**src/rtl/block_tx_pkg.sv**
```systemverilog
// Shared types and constants for the block TX sequencer: FSM state encoding,
// block geometry and beat counter width.
package block_tx_pkg;

  localparam int BLOCK_BYTES = 16;
  localparam int BLK_W       = BLOCK_BYTES * 8;
  localparam int BEAT_CNT_W  = 5;

  typedef enum logic [2:0] {
    ST_IDLE  = 3'd0,
    ST_FETCH = 3'd1,
    ST_LOAD  = 3'd2,
    ST_ACK   = 3'd3,
    ST_DRAIN = 3'd4,
    ST_FLUSH = 3'd5,
    ST_DONE  = 3'd6
  } state_t;

endpackage

```
**src/rtl/block_tx_sequencer_if.sv**
```systemverilog
// Block path bundle: upstream block handshake, unpacker load port and the
// UART TX stream monitor taps. The sequencer is the slave side.
interface block_tx_sequencer_if;

  logic [block_tx_pkg::BLK_W-1:0] blk_data;
  logic                           blk_valid;
  logic                           blk_ready;
  logic [block_tx_pkg::BLK_W-1:0] plain_block;
  logic                           load_en;
  logic                           buffer_ready;
  logic                           tx_tvalid;
  logic                           tx_tready;

  modport master (
    output blk_data, blk_valid, buffer_ready, tx_tvalid, tx_tready,
    input  blk_ready, plain_block, load_en
  );

  modport slave (
    input  blk_data, blk_valid, buffer_ready, tx_tvalid, tx_tready,
    output blk_ready, plain_block, load_en
  );

endinterface

```
**src/rtl/tx_wdog.sv**
```systemverilog
// Stall watchdog: counts while enabled, clears on request, flags expiry on the
// cycle the count would reach LIMIT.
module tx_wdog #(
  parameter int LIMIT = 4096
) (
  input  logic clk,
  input  logic reset,
  input  logic clear,
  input  logic inc,
  output logic expired
);

  localparam int CW = $clog2(LIMIT + 1);

  logic [CW-1:0] cnt;

  always_ff @(posedge clk or negedge reset) begin
    if (!reset)     cnt <= '0;
    else if (clear) cnt <= '0;
    else if (inc)   cnt <= cnt + 1'b1;
  end

  assign expired = inc && (cnt == CW'(LIMIT - 1));

endmodule

```
**src/rtl/block_tx_sequencer.sv**
```systemverilog
// Frame controller feeding 128-bit blocks to the byte unpacker and confirming
// 16 UART beats per block. Optional stall watchdog: BLOCK_TX_SEQ_WDOG_EN.
module block_tx_sequencer
  import block_tx_pkg::*;
#(
  parameter int NB_W        = 16,
  parameter int WDOG_CYCLES = 4096
) (
  input  logic                   clk,
  input  logic                   reset,
  input  logic                   start,
  input  logic [NB_W-1:0]        num_blocks,
  input  logic                   abort,
  block_tx_sequencer_if.slave    bus,
  output logic                   busy,
  output logic                   frame_done,
  output logic                   frame_err,
  output logic [NB_W-1:0]        blocks_sent
);

  state_t                state, state_next;
  logic [NB_W-1:0]       num_lat;
  logic [BEAT_CNT_W-1:0] beat_cnt;
  logic                  beat, beat_full, last_block, err_next, wdog_expired;
  logic                  accept_start, take_blk, issue_load, drain_exit;

  assign beat       = bus.tx_tvalid & bus.tx_tready;
  assign beat_full  = (beat_cnt == BEAT_CNT_W'(BLOCK_BYTES));
  assign last_block = ((blocks_sent + 1'b1) == num_lat);

`ifdef BLOCK_TX_SEQ_WDOG_EN
  logic wdog_inc, wdog_clr;

  assign wdog_inc = (state == ST_LOAD) || (state == ST_ACK) ||
                    (state == ST_DRAIN) || (state == ST_FLUSH);
  assign wdog_clr = beat || (state_next != state);

  tx_wdog #(.LIMIT(WDOG_CYCLES)) u_wdog (
    .clk     (clk),
    .reset   (reset),
    .clear   (wdog_clr),
    .inc     (wdog_inc),
    .expired (wdog_expired)
  );
`else
  // Watchdog not built: a stall waits until abort.
  assign wdog_expired = (WDOG_CYCLES < 0);
`endif

  // NOTE: sequential state uses non-blocking assignments so every flop samples
  // pre-edge values regardless of process ordering.
  always_ff @(posedge clk or negedge reset) begin
    if (!reset) state <= ST_IDLE;
    else        state <= state_next;
  end

  // NOTE: defaults first so no path through the case leaves a variable
  // unassigned, which would infer a latch.
  always_comb begin
    state_next = state;
    err_next   = 1'b0;
    case (state)
      ST_IDLE:
        if (start) state_next = (num_blocks == '0) ? ST_DONE : ST_FETCH;
      ST_FETCH:
        if (abort) begin
          state_next = ST_DONE;
          err_next   = 1'b1;
        end else if (bus.blk_valid) state_next = ST_LOAD;
      ST_LOAD:
        if (abort || (!bus.buffer_ready && wdog_expired)) begin
          state_next = ST_DONE;
          err_next   = 1'b1;
        end else if (bus.buffer_ready) state_next = ST_ACK;
      ST_ACK:
        if (abort) state_next = ST_FLUSH;
        else if (!bus.buffer_ready) state_next = ST_DRAIN;
        else if (wdog_expired) begin
          state_next = ST_DONE;
          err_next   = 1'b1;
        end
      ST_DRAIN:
        if (abort) state_next = ST_FLUSH;
        else if (beat_full && bus.buffer_ready) state_next = last_block ? ST_DONE : ST_FETCH;
        else if (wdog_expired) begin
          state_next = ST_DONE;
          err_next   = 1'b1;
        end
      ST_FLUSH:
        if (bus.buffer_ready || wdog_expired) begin
          state_next = ST_DONE;
          err_next   = 1'b1;
        end
      ST_DONE:  state_next = ST_IDLE;
      default:  state_next = ST_IDLE;
    endcase
  end

  always_comb begin
    bus.blk_ready = (state == ST_FETCH);
    accept_start  = (state == ST_IDLE) && start;
    take_blk      = (state == ST_FETCH) && (state_next == ST_LOAD);
    issue_load    = (state == ST_LOAD) && (state_next == ST_ACK);
    drain_exit    = (state == ST_DRAIN) &&
                    ((state_next == ST_FETCH) || ((state_next == ST_DONE) && !err_next));
  end

  // NOTE: the 128-bit block register is reset too, because its reset value is
  // a visible output of the block, not just internal storage.
  always_ff @(posedge clk or negedge reset) begin
    if (!reset) begin
      bus.load_en     <= 1'b0;
      bus.plain_block <= '0;
      busy            <= 1'b0;
      frame_done      <= 1'b0;
      frame_err       <= 1'b0;
      blocks_sent     <= '0;
      num_lat         <= '0;
      beat_cnt        <= '0;
    end else begin
      bus.load_en <= issue_load;
      busy        <= (state_next != ST_IDLE);
      frame_done  <= (state_next == ST_DONE);
      frame_err   <= (state_next == ST_DONE) && err_next;

      if (take_blk) bus.plain_block <= bus.blk_data;

      if (accept_start) begin
        num_lat     <= num_blocks;
        blocks_sent <= '0;
      end else if (drain_exit) begin
        blocks_sent <= blocks_sent + 1'b1;
      end

      // Beats are only attributed to the block in flight; saturation keeps a
      // stray extra beat from wrapping the count.
      if (issue_load) beat_cnt <= '0;
      else if (((state == ST_ACK) || (state == ST_DRAIN)) && beat && !beat_full)
        beat_cnt <= beat_cnt + 1'b1;
    end
  end

endmodule

```
**src/flat_wrapper.sv**
```systemverilog
// flat-port wrapper written by rule: the top's interface ports become plain ports
module block_tx_sequencer_flat import block_tx_pkg::*;
#(
  parameter int NB_W        = 16,
  parameter int WDOG_CYCLES = 4096
)
  (clk, reset, start, num_blocks, abort, busy, frame_done, frame_err, blocks_sent, bus_blk_data, bus_blk_valid, bus_buffer_ready, bus_tx_tvalid, bus_tx_tready, bus_blk_ready, bus_plain_block, bus_load_en);
  block_tx_sequencer_if bus_i ();
  input  logic clk;
  input  logic reset;
  input  logic start;
  input  logic [NB_W-1:0] num_blocks;
  input  logic abort;
  output logic busy;
  output logic frame_done;
  output logic frame_err;
  output logic [NB_W-1:0] blocks_sent;
  input wire logic [$bits(bus_i.blk_data)-1:0] bus_blk_data;
  input wire logic [$bits(bus_i.blk_valid)-1:0] bus_blk_valid;
  input wire logic [$bits(bus_i.buffer_ready)-1:0] bus_buffer_ready;
  input wire logic [$bits(bus_i.tx_tvalid)-1:0] bus_tx_tvalid;
  input wire logic [$bits(bus_i.tx_tready)-1:0] bus_tx_tready;
  output wire logic [$bits(bus_i.blk_ready)-1:0] bus_blk_ready;
  output wire logic [$bits(bus_i.plain_block)-1:0] bus_plain_block;
  output wire logic [$bits(bus_i.load_en)-1:0] bus_load_en;
  assign bus_i.blk_data = bus_blk_data;
  assign bus_i.blk_valid = bus_blk_valid;
  assign bus_i.buffer_ready = bus_buffer_ready;
  assign bus_i.tx_tvalid = bus_tx_tvalid;
  assign bus_i.tx_tready = bus_tx_tready;
  assign bus_blk_ready = bus_i.blk_ready;
  assign bus_plain_block = bus_i.plain_block;
  assign bus_load_en = bus_i.load_en;
  block_tx_sequencer #(.NB_W(NB_W), .WDOG_CYCLES(WDOG_CYCLES)) u_core (.clk(clk), .reset(reset), .start(start), .num_blocks(num_blocks), .abort(abort), .bus(bus_i), .busy(busy), .frame_done(frame_done), .frame_err(frame_err), .blocks_sent(blocks_sent));
endmodule
```
**config.mk**
```make
export PLATFORM = sky130hd
export DESIGN_NAME = block_tx_sequencer_flat
export DESIGN_NICKNAME = d
export VERILOG_FILES = /design/src/rtl/block_tx_pkg.sv /design/src/rtl/block_tx_sequencer_if.sv /design/src/rtl/tx_wdog.sv /design/src/rtl/block_tx_sequencer.sv /design/src/flat_wrapper.sv
export SDC_FILE = /design/constraint.sdc
export NUM_CORES = 1
export LEC_CHECK = 0
export BUFFER_PORTS_ARGS = -buffer_cell sky130_fd_sc_hd__buf_2
export CAP_MARGIN = 20
export CELL_PAD_IN_SITES_DETAIL_PLACEMENT = 0
export CELL_PAD_IN_SITES_GLOBAL_PLACEMENT = 2
export CORE_UTILIZATION = 29
export DETAILED_ROUTE_END_ITERATION = 6
export PLACE_DENSITY_LB_ADDON = 0.1
export SLEW_MARGIN = 40
export SYNTH_ARGS = -nofsm -noshare
export SYNTH_HDL_FRONTEND = slang
export SYNTH_SLANG_ARGS = --single-unit
```
**constraint.sdc**
```tcl
create_clock -name clk -period 2.1 [get_ports clk]
set_input_delay 0.105 -clock clk [delete_from_list [all_inputs] [get_ports clk]]
set_output_delay 0.105 -clock clk [all_outputs]
set_load 0.02 [all_outputs]
```
==> results of run 1 <==
how the worst max path moves through the flow:
| stage | startpoint | to | depth (start not counted) |
|---|---|---|---|
| floorplan | u_core.state[1] | u_core.bus.plain_block[0] | 9 |
| global placement | u_core.state[1] | u_core.blocks_sent[7] | 6 |
| detailed placement | num_blocks[1] | u_core.bus.plain_block[76] | 8 |
| CTS | u_core.state[0] | u_core.bus.plain_block[103] | 7 |
| global route | u_core.blocks_sent[1] | u_core.state[0] | 9 |
| finish | u_core.state[2] | u_core.bus.plain_block[40] | 7 |
per-layer routing:
| metal | up-vias | routed length (um) |
|---|---|---|
| met5 | - | 0 |
| met4 | 0 | 379 |
| met3 | 18 | 1370 |
| met2 | 196 | 13080 |
| met1 | 3353 | 11040 |
| li1 | 3242 | - |
kinds of logic after synthesis:
family	synth area share [%]
compound gates	5.942
mux	23.78
buf+inv	5.207
fa+ha+maj	0.4595
xor+xnor	2.251
flops	52.68
simple gates	9.678
worst min-delay path: stages:
cell and delay (ns):
buf_2 0.15, mux2i_1 0.13, o21ai_0 0.08
state kept, by name, indices dropped and copies added, names as in the netlist:
register,count
u_core.frame_done,1
u_core.bus.load_en,1
u_core.bus.plain_block,128
u_core.frame_err,1
u_core.num_lat,16
u_core.state,3
u_core.beat_cnt,5
u_core.blocks_sent,16
u_core.busy,1
layout make-up:
cell class              instances  share of cell area [%]
clock buffers                  19                   3.409
clock inverters                13                   1.050
inverters                       9                  0.2600
multi-input cells             393                   28.04
flip-flops and latches        172                   33.22
well taps                     378                   3.641
repair buffers                554                   30.39
layout by cell type (no fill, tap or decap), types with 3 or more instances in the layout:
cell type and count:
mux2i_1 4, buf_4 93, inv_1 8, inv_8 6, o21ai_2 4, inv_6 3, nor2b_1 3, a21oi_1 10
buf_6 5, nor2_2 5, dfrtp_2 9, dfrtp_1 163, and3_1 4, nor3_1 5, clkbuf_16 18, nand2_2 3
o21a_1 5, nand4_1 11, a211oi_1 3, nor2_1 28, xnor2_1 8, o41ai_1 3, mux2_2 8, buf_2 299
o21ai_0 17, xor2_1 13, nor4_1 4, dlygate4sd3_1 146, clkinv_4 3, buf_12 7, nand2_1 64, nand3_1 9
mux2_4 120, o21ai_1 6
stage by stage:
| step | util, % | total power [mW] | instances | setup TNS [ns] | setup slack (ns) |
|---|---|---|---|---|---|
| finish | 46.76 | 17.50 | 1538 | -6.649 | -0.08531 |
| global route | 46.76 | 18.49 | 1538 | -15.68 | -0.1670 |
| CTS | 46.07 | 17.61 | 1532 | -9.426 | -0.1056 |
| detailed placement | 38.22 | 14.05 | 1350 | -43.15 | -0.3731 |
| global placement | 38.21 | 13.90 | 1350 | -37.28 | -0.2882 |
| floorplan | - | 11.48 | 611 | -7.074 | -0.06131 |
where the power goes:
part           leakage [nW]  internal [mW]  switching (mW)
clock network         0.287           1.63            1.53
registers              2.09           4.83           0.895
logic                  4.03           4.36            4.26
repair_timing:
item | 4_1_cts | 5_1_grt
hold endpoints to repair | 190 | 0
gates resized for setup | 28 | 35
endpoints found under the setup margin | 133 | 141
hold buffers | 146 | 0
gates cloned | 0 | 1
buffers inserted | 4 | 6
pin swaps | 11 | 13
==> impl_metrics.py, run 1 <==
metrics = {
    "die": {
        "initial_core_utilization_pct": 29.41,
        "die_w_um": 169.9,
        "row_count": 61,
        "core_area_um2": 27780,
        "die_h_um": 169.9,
        "top_level_ports": 301,
        "fp.dieArea_um2": 28850,
    },
    "placed_design": {
        "count_of_port_buffers_added_during_placement": 300,
        "hpwlAfterDp_um": 18550,
        "gp_congestion": 0.8073,
        "detailed_place.area_um2": 10620,
    },
    "logic_synthesis": {
        "synth-warning-count": 0,
        "mappedNetlistArea_um2": 8170,
        "syn_avg_cell_area_um2": 13.37,
        "syn_inst": 611,
        "synthMostInstantiatedCell": "dfrtp_1",
        "synth_fp_nets": 766,
        "yosysTopAreaCellShare_pct": 52.68,
        "synth_top_cells_by_area": "dfrtp_1 53%, mux2_4 22%, buf_12 3.2%, nand2_1 3.1%, nor2_1 1.5%",
        "synth_common_cells": "172 x dfrtp_1, 120 x mux2_4, 67 x nand2_1, 33 x nor2_1, 24 x o21ai_0",
        "postSynth.asyncResetShare_pct": 100.0,
        "yosysSeqAreaShare_pct": 52.68,
        "synth-edff-count": 0,
        "ys_types": 62,
        "ys_seq_elements": 172,
        "synthDominantAreaCellType": "dfrtp_1",
        "postSynth.topFlopCell": "dfrtp_1",
    },
    "route": {
        "dr.pass1.iters": 4,
        "drc": 0,
        "route.final.wire_length_um": 25870,
        "avgRoutedWirePerCell_um": 16.82,
        "avgViaCountPerCell": 4.427,
        "drt_iter0_markers": 271,
        "num_vias": 6809,
        "final_antenna_net_count": 0,
    },
    "cts": {
        "tritoncts": "yes",
        "clock_tree.root_cell": "clkbuf_16",
        "cts_max_path_buffers": 2,
        "worst_skew_pair.late_latency_ns": 0.43,
        "clk_pin_slew_ns": 0.08,
        "cts_htree_levels": 4,
        "cts_inserted_buffers": 17,
        "cts_sinks": 172,
    },
    "critical_path": {
        "critical_path.startpoint_type": "flip-flop",
        "cp.required_ns": 2.41,
        "critPathSlowestCell": "dfrtp_2",
        "max_stage_delay_ns": 0.46,
        "regToRegEndpoint": "u_core.bus.plain_block[40]",
        "setup.worst_path.class": "flip-flop to flip-flop",
        "critical_path.reg2reg.startpoint": "u_core.state[2]",
        "worst-endpoint-arrival_ns": 2.50,
        "timing.reg2reg.worst_path_depth": 7,
        "crit_family": "simple AND/OR/NAND/NOR gates",
        "crit_top_cell": "buf_12",
        "path_cells": "or3b_2, a21boi_1, a211o_1, nor4_4, buf_12, buf_12, mux2_4",
        "register_to_register_setup_slack_ns": -0.09,
        "critPathBufInv": 2,
        "timing.critical_path.fanout_max": 22,
        "crit_path_end_kind": "flip-flop",
    },
    "layout": {
        "finalNetCount": 1302,
        "diodes": 0,
        "layout_overhead_on_the_synthesized_area_pct": 59.00,
        "layout.filler_cells": 2605,
        "register_area_um2": 4315,
        "drive_above_1_share_pct": 53.02,
        "multiInputGateArea_um2": 3642,
        "finish.instance_area_um2": 12990,
    },
    "global_route": {
        "grt_most_used_layer": "met2",
        "grt_overflow": 0,
        "grtUsageMet1_pct": 21.99,
        "use_met2_pct": 31.13,
        "grt_pass1_wl_um": 39650,
        "antenna_found_initial": 0,
        "met3_usage_pct": 3.674,
        "grt_pass1_vias": 7081,
        "globalRouteTotalUtil_pct": 17.79,
        "grt_start_max_net_pins": 49,
    },
    "pwr": {
        "worst_ir_drop_vdd_v": 0.0005480,
        "power_density_nw_per_um2": 1347,
        "cellLeakagePower_nw": 6.411,
    },
    "min_path": {
        "hold_path_class": "primary input to flip-flop",
        "whs_endpoint": "u_core.frame_err",
        "min_path_cells": 3,
        "hold_start": "bus_buffer_ready",
    },
    "timing": {
        "final_period_minus_worst_setup_slack_ns": 2.185,
        "clock-skew-final_ns": 0.02194,
        "drv_slew": 0,
        "holdWs_ns": 0.07495,
        "setup_ws_ns": -0.08531,
        "worst_slew_pin_slew_ns": 0.5083,
        "period_share_pct": 104.1,
        "max_slew_margin_pct": 66.12,
        "grt_setup_unrepaired": "true",
        "fmax_mhz": 457.6,
        "final-hold-violation-count": 0,
        "timing.final.setup_violations": 123,
    },
    "run_status": {
        "status": "finished with violations",
        "failing_checks": "setup timing",
    },
    "run": {
        "number_of_maximum_capacitance_violations": 0,
    },
}
Power figures use the tool's default switching activity.
==> inputs of run 2 (changes only) <==
- CORE_MARGIN: unset -> 5
- CORE_UTILIZATION: 29 -> 30
- CTS_BUF_LIST: unset -> sky130_fd_sc_hd__clkbuf_4 sky130_fd_sc_hd__clkbuf_8
==> run 2 against run 1 <==
  * The run still ends with setup timing left
  * Via count rose by 1.4%
  * Register-to-register slack got worse by 0.04 ns
  * Hold slack improved by 0.085 ns
  * Count of clock-buffer cells in the layout fell by 2
  * Fmax fell by 1.8%
  * Total power rose by 0.46%
  * Cell count fell by 1.0%
  * Non-clock buffer count rose by 22
  * Critical path depth rose by 1
  * Sequential power rose by 0.9%
  * Clock power fell by 27%
  * Flip-flop and latch count did not move
  * Critical path type unchanged
  * Critical endpoint is now u_core.state[0]
==> impl_metrics.py, run 2 (synthesis gave the netlist of run 1 again) <==
metrics = {
    "route": {
        "drt_iter0_markers": 300,
        "avgRoutedWirePerCell_um": 18.47,
        "final_antenna_net_count": 0,
        "avgViaCountPerCell": 4.538,
        "drc": 0,
        "dr.pass1.iters": 4,
        "num_vias": 6907,
        "route.final.wire_length_um": 28120,
    },
    "placed_design": {
        "detailed_place.area_um2": 10570,
        "hpwlAfterDp_um": 19650,
        "numPlacedInstances": 1313,
        "dp_slack_ns": -0.4720,
        "gp_congestion": 0.7873,
        "count_of_port_buffers_added_during_placement": 300,
    },
    "pwr": {
        "cellLeakagePower_nw": 6.465,
        "worst_ir_drop_vdd_v": 0.0004649,
        "power_density_nw_per_um2": 1329,
        "fin_total_pwr_mw": 17.58,
    },
    "timing": {
        "final-hold-violation-count": 0,
        "holdWs_ns": 0.1594,
        "totalNegativeSetupSlack_ns": -8.523,
        "setup_ws_ns": -0.1256,
        "drv_slew": 0,
        "period_share_pct": 106.0,
        "grt_setup_unrepaired": "true",
        "fmax_mhz": 449.3,
        "timing.final.setup_violations": 119,
        "final_period_minus_worst_setup_slack_ns": 2.226,
        "max_slew_margin_pct": 62.24,
        "clock-skew-final_ns": 0.02329,
        "worst_slew_pin_slew_ns": 0.5664,
    },
    "die": {
        "die_w_um": 175.0,
        "row_count": 60,
        "top_level_ports": 301,
        "core_area_um2": 26880,
        "die_h_um": 175.0,
        "fp.dieArea_um2": 30640,
        "initial_core_utilization_pct": 30.40,
    },
    "critical_path": {
        "register_to_register_setup_slack_ns": -0.13,
        "path_cells": "ha_4, and3_4, nand4_1, a32o_2, a2111oi_4, nand4_1, buf_6, o21a_1",
        "crit_family": "compound AO/OA/AOI/OAI gates",
        "path_depth": 8,
        "critical_path.reg2reg.startpoint": "u_core.blocks_sent[0]",
        "timing.critical_path.fanout_max": 4,
        "worst-endpoint-arrival_ns": 2.56,
        "setup.worst_path.class": "flip-flop to flip-flop",
        "critPathSlowestCell": "dfrtp_2",
        "timing.reg2reg.worst_path_depth": 8,
        "cp.required_ns": 2.43,
        "max_stage_delay_ns": 0.43,
        "critical_path.startpoint_type": "flip-flop",
        "cp-endpoint": "u_core.state[0]",
        "regToRegEndpoint": "u_core.state[0]",
        "critical_path.startpoint": "u_core.blocks_sent[0]",
        "crit_path_end_kind": "flip-flop",
        "crit_top_cell": "nand4_1",
        "critPathBufInv": 1,
    },
    "global_route": {
        "antenna_found_initial": 0,
        "grt_overflow": 0,
        "globalRouteTotalUtil_pct": 17.61,
        "grt_pass1_wl_um": 42940,
        "grt_pass1_vias": 7482,
        "grt_start_max_net_pins": 56,
    },
    "cts": {
        "tritoncts": "yes",
        "cts_max_path_buffers": 2,
        "clk_pin_slew_ns": 0.09,
        "clock_tree.root_cell": "clkbuf_8",
        "cts_htree_levels": 4,
        "cts_sinks": 172,
        "worst_skew_pair.late_latency_ns": 0.46,
        "cts_inserted_buffers": 17,
    },
    "layout": {
        "layout_commonest_cell": "buf_2",
        "finish.instance_area_um2": 13230,
        "max_flop_register": "u_core.bus.plain_block",
        "finalNonFillerCells": 1522,
        "core_util_final_pct": 49.21,
        "finalNetCount": 1324,
        "diodes": 0,
        "largest_register_ff_count": 128,
        "layout_top_registers": "u_core.bus.plain_block x128, u_core.blocks_sent x16, u_core.num_lat x16",
        "drive_above_1_share_pct": 53.94,
        "final_cell_mix": "299 x buf_2, 162 x dfrtp_1, 146 x dlygate4sd3_1",
        "layout_overhead_on_the_synthesized_area_pct": 61.87,
    },
    "min_path": {
        "hold_path_class": "primary input to flip-flop",
    },
    "run_status": {
        "status": "finished with violations",
        "failing_checks": "setup timing",
    },
    "run": {
        "number_of_maximum_capacitance_violations": 0,
    },
}
-- run 2: cell type report --
| class | instances | area [um^2] |
|---|---|---|
| Fill cell | 2481 | 13650 |
| Timing Repair Buffer | 576 | 4399 |
| Sequential cell | 172 | 4317 |
| Multi-Input combinational cell | 393 | 3672 |
| Tap cell | 341 | 426.7 |
| Clock buffer | 17 | 234.0 |
| Clock inverter | 14 | 142.6 |
| Inverter | 9 | 33.78 |
-- run 2: worst min-delay path by stage --
| stage | start | to | slack (ns) | cells after the start |
|---|---|---|---|---|
| finish | bus_buffer_ready | u_core.frame_err | 0.16 | 4 |
| floorplan | reset | u_core.beat_cnt[0] | -0.19 | 0 |
| global placement | reset | u_core.bus.plain_block[76] | 0.12 | 1 |
| CTS | bus_buffer_ready | u_core.frame_err | 0.12 | 4 |
| global route | bus_buffer_ready | u_core.frame_err | 0.19 | 4 |
| detailed placement | reset | u_core.bus.plain_block[76] | 0.12 | 1 |
-- run 2: worst min-delay path, delay by kind of cell --
kind | cells | cell delay (ns)
buffers and inverters | 2 | 0.26
AO/OA/AOI/OAI | 1 | 0.14
multiplexers | 1 | 0.06
-- run 2: repair_timing --
action,CTS,global route
hold buffers,146,0
endpoints found under the hold margin,195,0
pin swaps,14,10
endpoints found under the setup margin,131,139
gates cloned,4,7
resized for setup,68,37
setup buffers,13,9
-- run 2: where the power goes --
part | switching (mW) | internal [mW] | total (mW)
registers | 0.944 | 4.82 | 5.77
clock network | 1.42 | 0.883 | 2.30
logic | 4.52 | 4.99 | 9.52
-- run 2: metal layers --
metal / share of wire, % / global-route usage [%] / vias up / wire length [um]
met3: 5.3 / 4.046 / 30 / 1499
met2: 51 / 31.31 / 209 / 14280
met5: 0 / 0 / - / 0
met1: 42 / 21.29 / 3380 / 11790
li1: - / - / 3288 / -
met4: 2.0 / 5.237 / 0 / 549
==> inputs of run 3 (changes only) <==
- CORE_UTILIZATION: 30 -> 28
- SYNTH_HIERARCHICAL: unset -> 1
==> run 3 against run 2 <==
  * The run still ends with setup timing left
  * Total power decreased by 11%
  * Wire length decreased by 6.7%
  * Register-to-register slack got worse by 0.12 ns
  * Flip-flop and latch count unchanged
  * Combinational power shrank 24%
  * Critical path type unchanged
==> impl_metrics.py, run 3 <==
metrics = {
    "min_path": {
        "hold_start": "bus_buffer_ready",
        "whs_endpoint": "u_core/frame_err",
        "hold_path_class": "primary input to flip-flop",
        "min_path_cells": 4,
    },
    "critical_path": {
        "timing.critical_path.fanout_max": 14,
        "max_stage_delay_ns": 0.40,
        "regToRegEndpoint": "u_core/bus.plain_block[34]",
        "worst-endpoint-arrival_ns": 2.67,
        "timing.reg2reg.worst_path_depth": 11,
        "setup.worst_path.class": "flip-flop to flip-flop",
        "cp.required_ns": 2.43,
        "critical_path.reg2reg.startpoint": "u_core/beat_cnt[1]",
        "register_to_register_setup_slack_ns": -0.24,
        "critical_path.startpoint_type": "flip-flop",
        "critPathSlowestCell": "dfrtp_1",
        "crit_path_end_kind": "flip-flop",
        "path_cells": "inv_2, ha_4, and4bb_1, a22oi_1, o21ai_1, nand2_1, nor4_4, buf_6, buf_12, clkbuf_16, mux2_1",
    },
    "route": {
        "final_antenna_net_count": 0,
        "drc": 0,
        "met3WireLength_um": 1237,
        "routedLengthMet1_um": 11320,
        "met2_wirelength_um": 13200,
        "route.final.wire_length_um": 26250,
        "dr.pass1.iters": 6,
        "drt_iter0_markers": 210,
        "avgRoutedWirePerCell_um": 18.03,
        "num_vias": 6500,
        "top_layer": "met4",
        "avgViaCountPerCell": 4.464,
    },
    "timing": {
        "max_slew_margin_pct": 60.14,
        "final-hold-violation-count": 0,
        "final_period_minus_worst_setup_slack_ns": 2.344,
        "grt_setup_unrepaired": "true",
        "clock-skew-final_ns": 0.02151,
        "drv_slew": 0,
        "period_share_pct": 111.6,
        "setup_ws_ns": -0.2440,
        "timing.final.setup_violations": 128,
        "totalNegativeSetupSlack_ns": -24.19,
        "fmax_mhz": 426.6,
        "worst_slew_pin_slew_ns": 0.5979,
    },
    "global_route": {
        "grt_pass1_wl_um": 39700,
        "globalRouteTotalUtil_pct": 16.56,
        "grt_start_max_net_pins": 60,
        "grt_overflow": 0,
        "grt_pass1_vias": 6874,
        "antenna_found_initial": 0,
    },
    "pwr": {
        "worst_ir_drop_vdd_v": 0.0004320,
        "fin_total_pwr_mw": 15.63,
        "power_density_nw_per_um2": 1244,
        "cellLeakagePower_nw": 6.229,
    },
    "layout": {
        "layout_overhead_on_the_synthesized_area_pct": 68.06,
        "layout_top_registers": "u_core/bus.plain_block x128, u_core/blocks_sent x16, u_core/num_lat x16",
        "diodes": 0,
        "finalNetCount": 1264,
        "largest_register_ff_count": 128,
        "layout_commonest_cell": "buf_2",
        "max_flop_register": "u_core/bus.plain_block",
        "final_cell_mix": "299 x buf_2, 164 x dfrtp_1, 145 x dlygate4sd3_1",
        "register_area_um2": 4314,
        "drive_above_1_share_pct": 48.62,
        "finalNonFillerCells": 1456,
        "multiInputGateArea_um2": 3426,
        "layout.filler_cells": 2413,
        "finish.instance_area_um2": 12570,
    },
    "logic_synthesis": {
        "ys_seq_elements": 172,
        "synth_fp_nets": 742,
        "synth-warning-count": 6,
        "syn_inst": 587,
        "syn_avg_cell_area_um2": 12.74,
        "yosysSeqAreaShare_pct": 57.56,
        "postSynth.asyncResetShare_pct": 100.0,
        "synth-edff-count": 0,
        "synth_top_cells_by_area": "dfrtp_1 58%, mux2_1 19%, nand2_1 3.4%, xnor2_1 2.6%, buf_4 1.4%",
        "synthDominantAreaCellType": "dfrtp_1",
        "mappedNetlistArea_um2": 7477,
        "postSynth.topFlopCell": "dfrtp_1",
        "yosysTopAreaCellShare_pct": 57.56,
        "synthMostInstantiatedCell": "dfrtp_1",
        "synth_common_cells": "172 x dfrtp_1, 128 x mux2_1, 68 x nand2_1, 25 x nor2_1, 22 x xnor2_1",
        "ys_types": 51,
    },
    "placed_design": {
        "detailed_place.area_um2": 9916,
        "numPlacedInstances": 1265,
        "hpwlAfterDp_um": 18530,
        "count_of_port_buffers_added_during_placement": 300,
        "gp_congestion": 0.7957,
    },
    "cts": {
        "clk_pin_slew_ns": 0.10,
        "tritoncts": "yes",
        "clock_tree.root_cell": "clkbuf_8",
        "cts_max_path_buffers": 2,
        "cts_htree_levels": 4,
        "cts_sinks": 172,
        "worst_skew_pair.late_latency_ns": 0.45,
        "cts_inserted_buffers": 17,
    },
    "die": {
        "fp.dieArea_um2": 30070,
        "core_area_um2": 26210,
        "initial_core_utilization_pct": 28.53,
        "top_level_ports": 301,
        "die_h_um": 173.4,
        "row_count": 59,
        "die_w_um": 173.4,
    },
    "run_status": {
        "failing_checks": "setup timing",
        "status": "finished with violations",
    },
    "run": {
        "number_of_maximum_capacitance_violations": 0,
    },
}
-- run 3: cell count changes after synthesis, moves of 8 or more --
cell,previous run,this run
nor2_1,33,25
mux2_1,1,128
o21ai_1,3,19
buf_12,13,0
mux2_2,8,0
mux2_4,120,0
o21ai_0,24,9
xnor2_1,8,22
buf_4,3,14
-- run 3: repair_timing --
action | 4_1_cts | 5_1_grt
hold buffers | 145 | 0
gates resized for setup | 2 | 133
endpoints found under the setup margin | 142 | 141
buffers inserted | 0 | 9
pin swaps | 0 | 13
cloned | 0 | 7
endpoints found under the hold margin | 197 | 0
-- run 3: worst max-delay path by stage --
stage | slack, ns | depth (start not counted) | from | endpoint
after floorplan | -0.08 | 10 | u_core/beat_cnt[0] | u_core/bus.plain_block[0]
after global placement | -0.14 | 10 | u_core/beat_cnt[1] | u_core/bus.plain_block[123]
after detailed placement | -0.21 | 10 | u_core/beat_cnt[1] | u_core/bus.plain_block[32]
after CTS | -0.25 | 10 | u_core/beat_cnt[1] | u_core/bus.plain_block[32]
after global routing | -0.39 | 11 | u_core/beat_cnt[1] | u_core/bus.plain_block[57]
final | -0.24 | 11 | u_core/beat_cnt[1] | u_core/bus.plain_block[34]
-- run 3: final cells by class --
class / instances / area share, %
Sequential cell: 172 / 34.33
Clock inverter: 13 / 1.603
Timing Repair Buffer: 535 / 31.23
Multi-Input combinational cell: 374 / 27.26
Inverter: 9 / 0.2688
Tap cell: 335 / 3.336
Clock buffer: 18 / 1.972
-- run 3: power breakdown --
group / internal [mW] / switching, mW / leakage (nW)
registers: 4.80 / 0.874 / 2.14
logic: 3.38 / 3.89 / 3.87
clock network: 1.36 / 1.33 / 0.227
total: 9.53 / 6.10 / 6.23
-- run 3: logic make-up (layout without fill, tap and decap cells) --
logic type | count (synthesis) | in the layout | synth area share [%]
flops | 172 | 172 | 57.56
fa+ha+maj | 3 | 3 | 0.5021
buf+inv | 41 | 575 | 2.928
mux | 132 | 132 | 19.81
xor+xnor | 32 | 32 | 3.748
compound gates | 56 | 56 | 4.920
simple gates | 151 | 151 | 10.53
-- run 3: routing by layer --
| metal | vias up | track usage (%) |
|---|---|---|
| met5 | - | 0 |
| met4 | 0 | 4.922 |
| met3 | 23 | 3.904 |
| met2 | 194 | 28.94 |
| met1 | 3189 | 20.36 |
| li1 | 3094 | - |
-- run 3: critical path, delay by kind of cell (launching register included) --
kind                     cells  cell delay, ns
AO/OA/AOI/OAI                2            0.26
AND/OR/NAND/NOR              3            0.53
flip-flops                   1            0.40
buffers and inverters        4            0.58
multiplexers                 1            0.33
adder cells (fa/ha/maj)      1            0.11
-- run 3: through the flow --
step | setup slack, ns | util (%) | hold WS (ns)
after global routing | -0.3865 | 47.95 | 0.1035
after CTS | -0.2484 | 45.13 | 0.06119
after floorplan | -0.08328 | - | -0.1906
after global placement | -0.1376 | 37.84 | 0.1303
after detailed placement | -0.2084 | 37.84 | 0.1349
final | -0.2440 | 47.95 | 0.1086
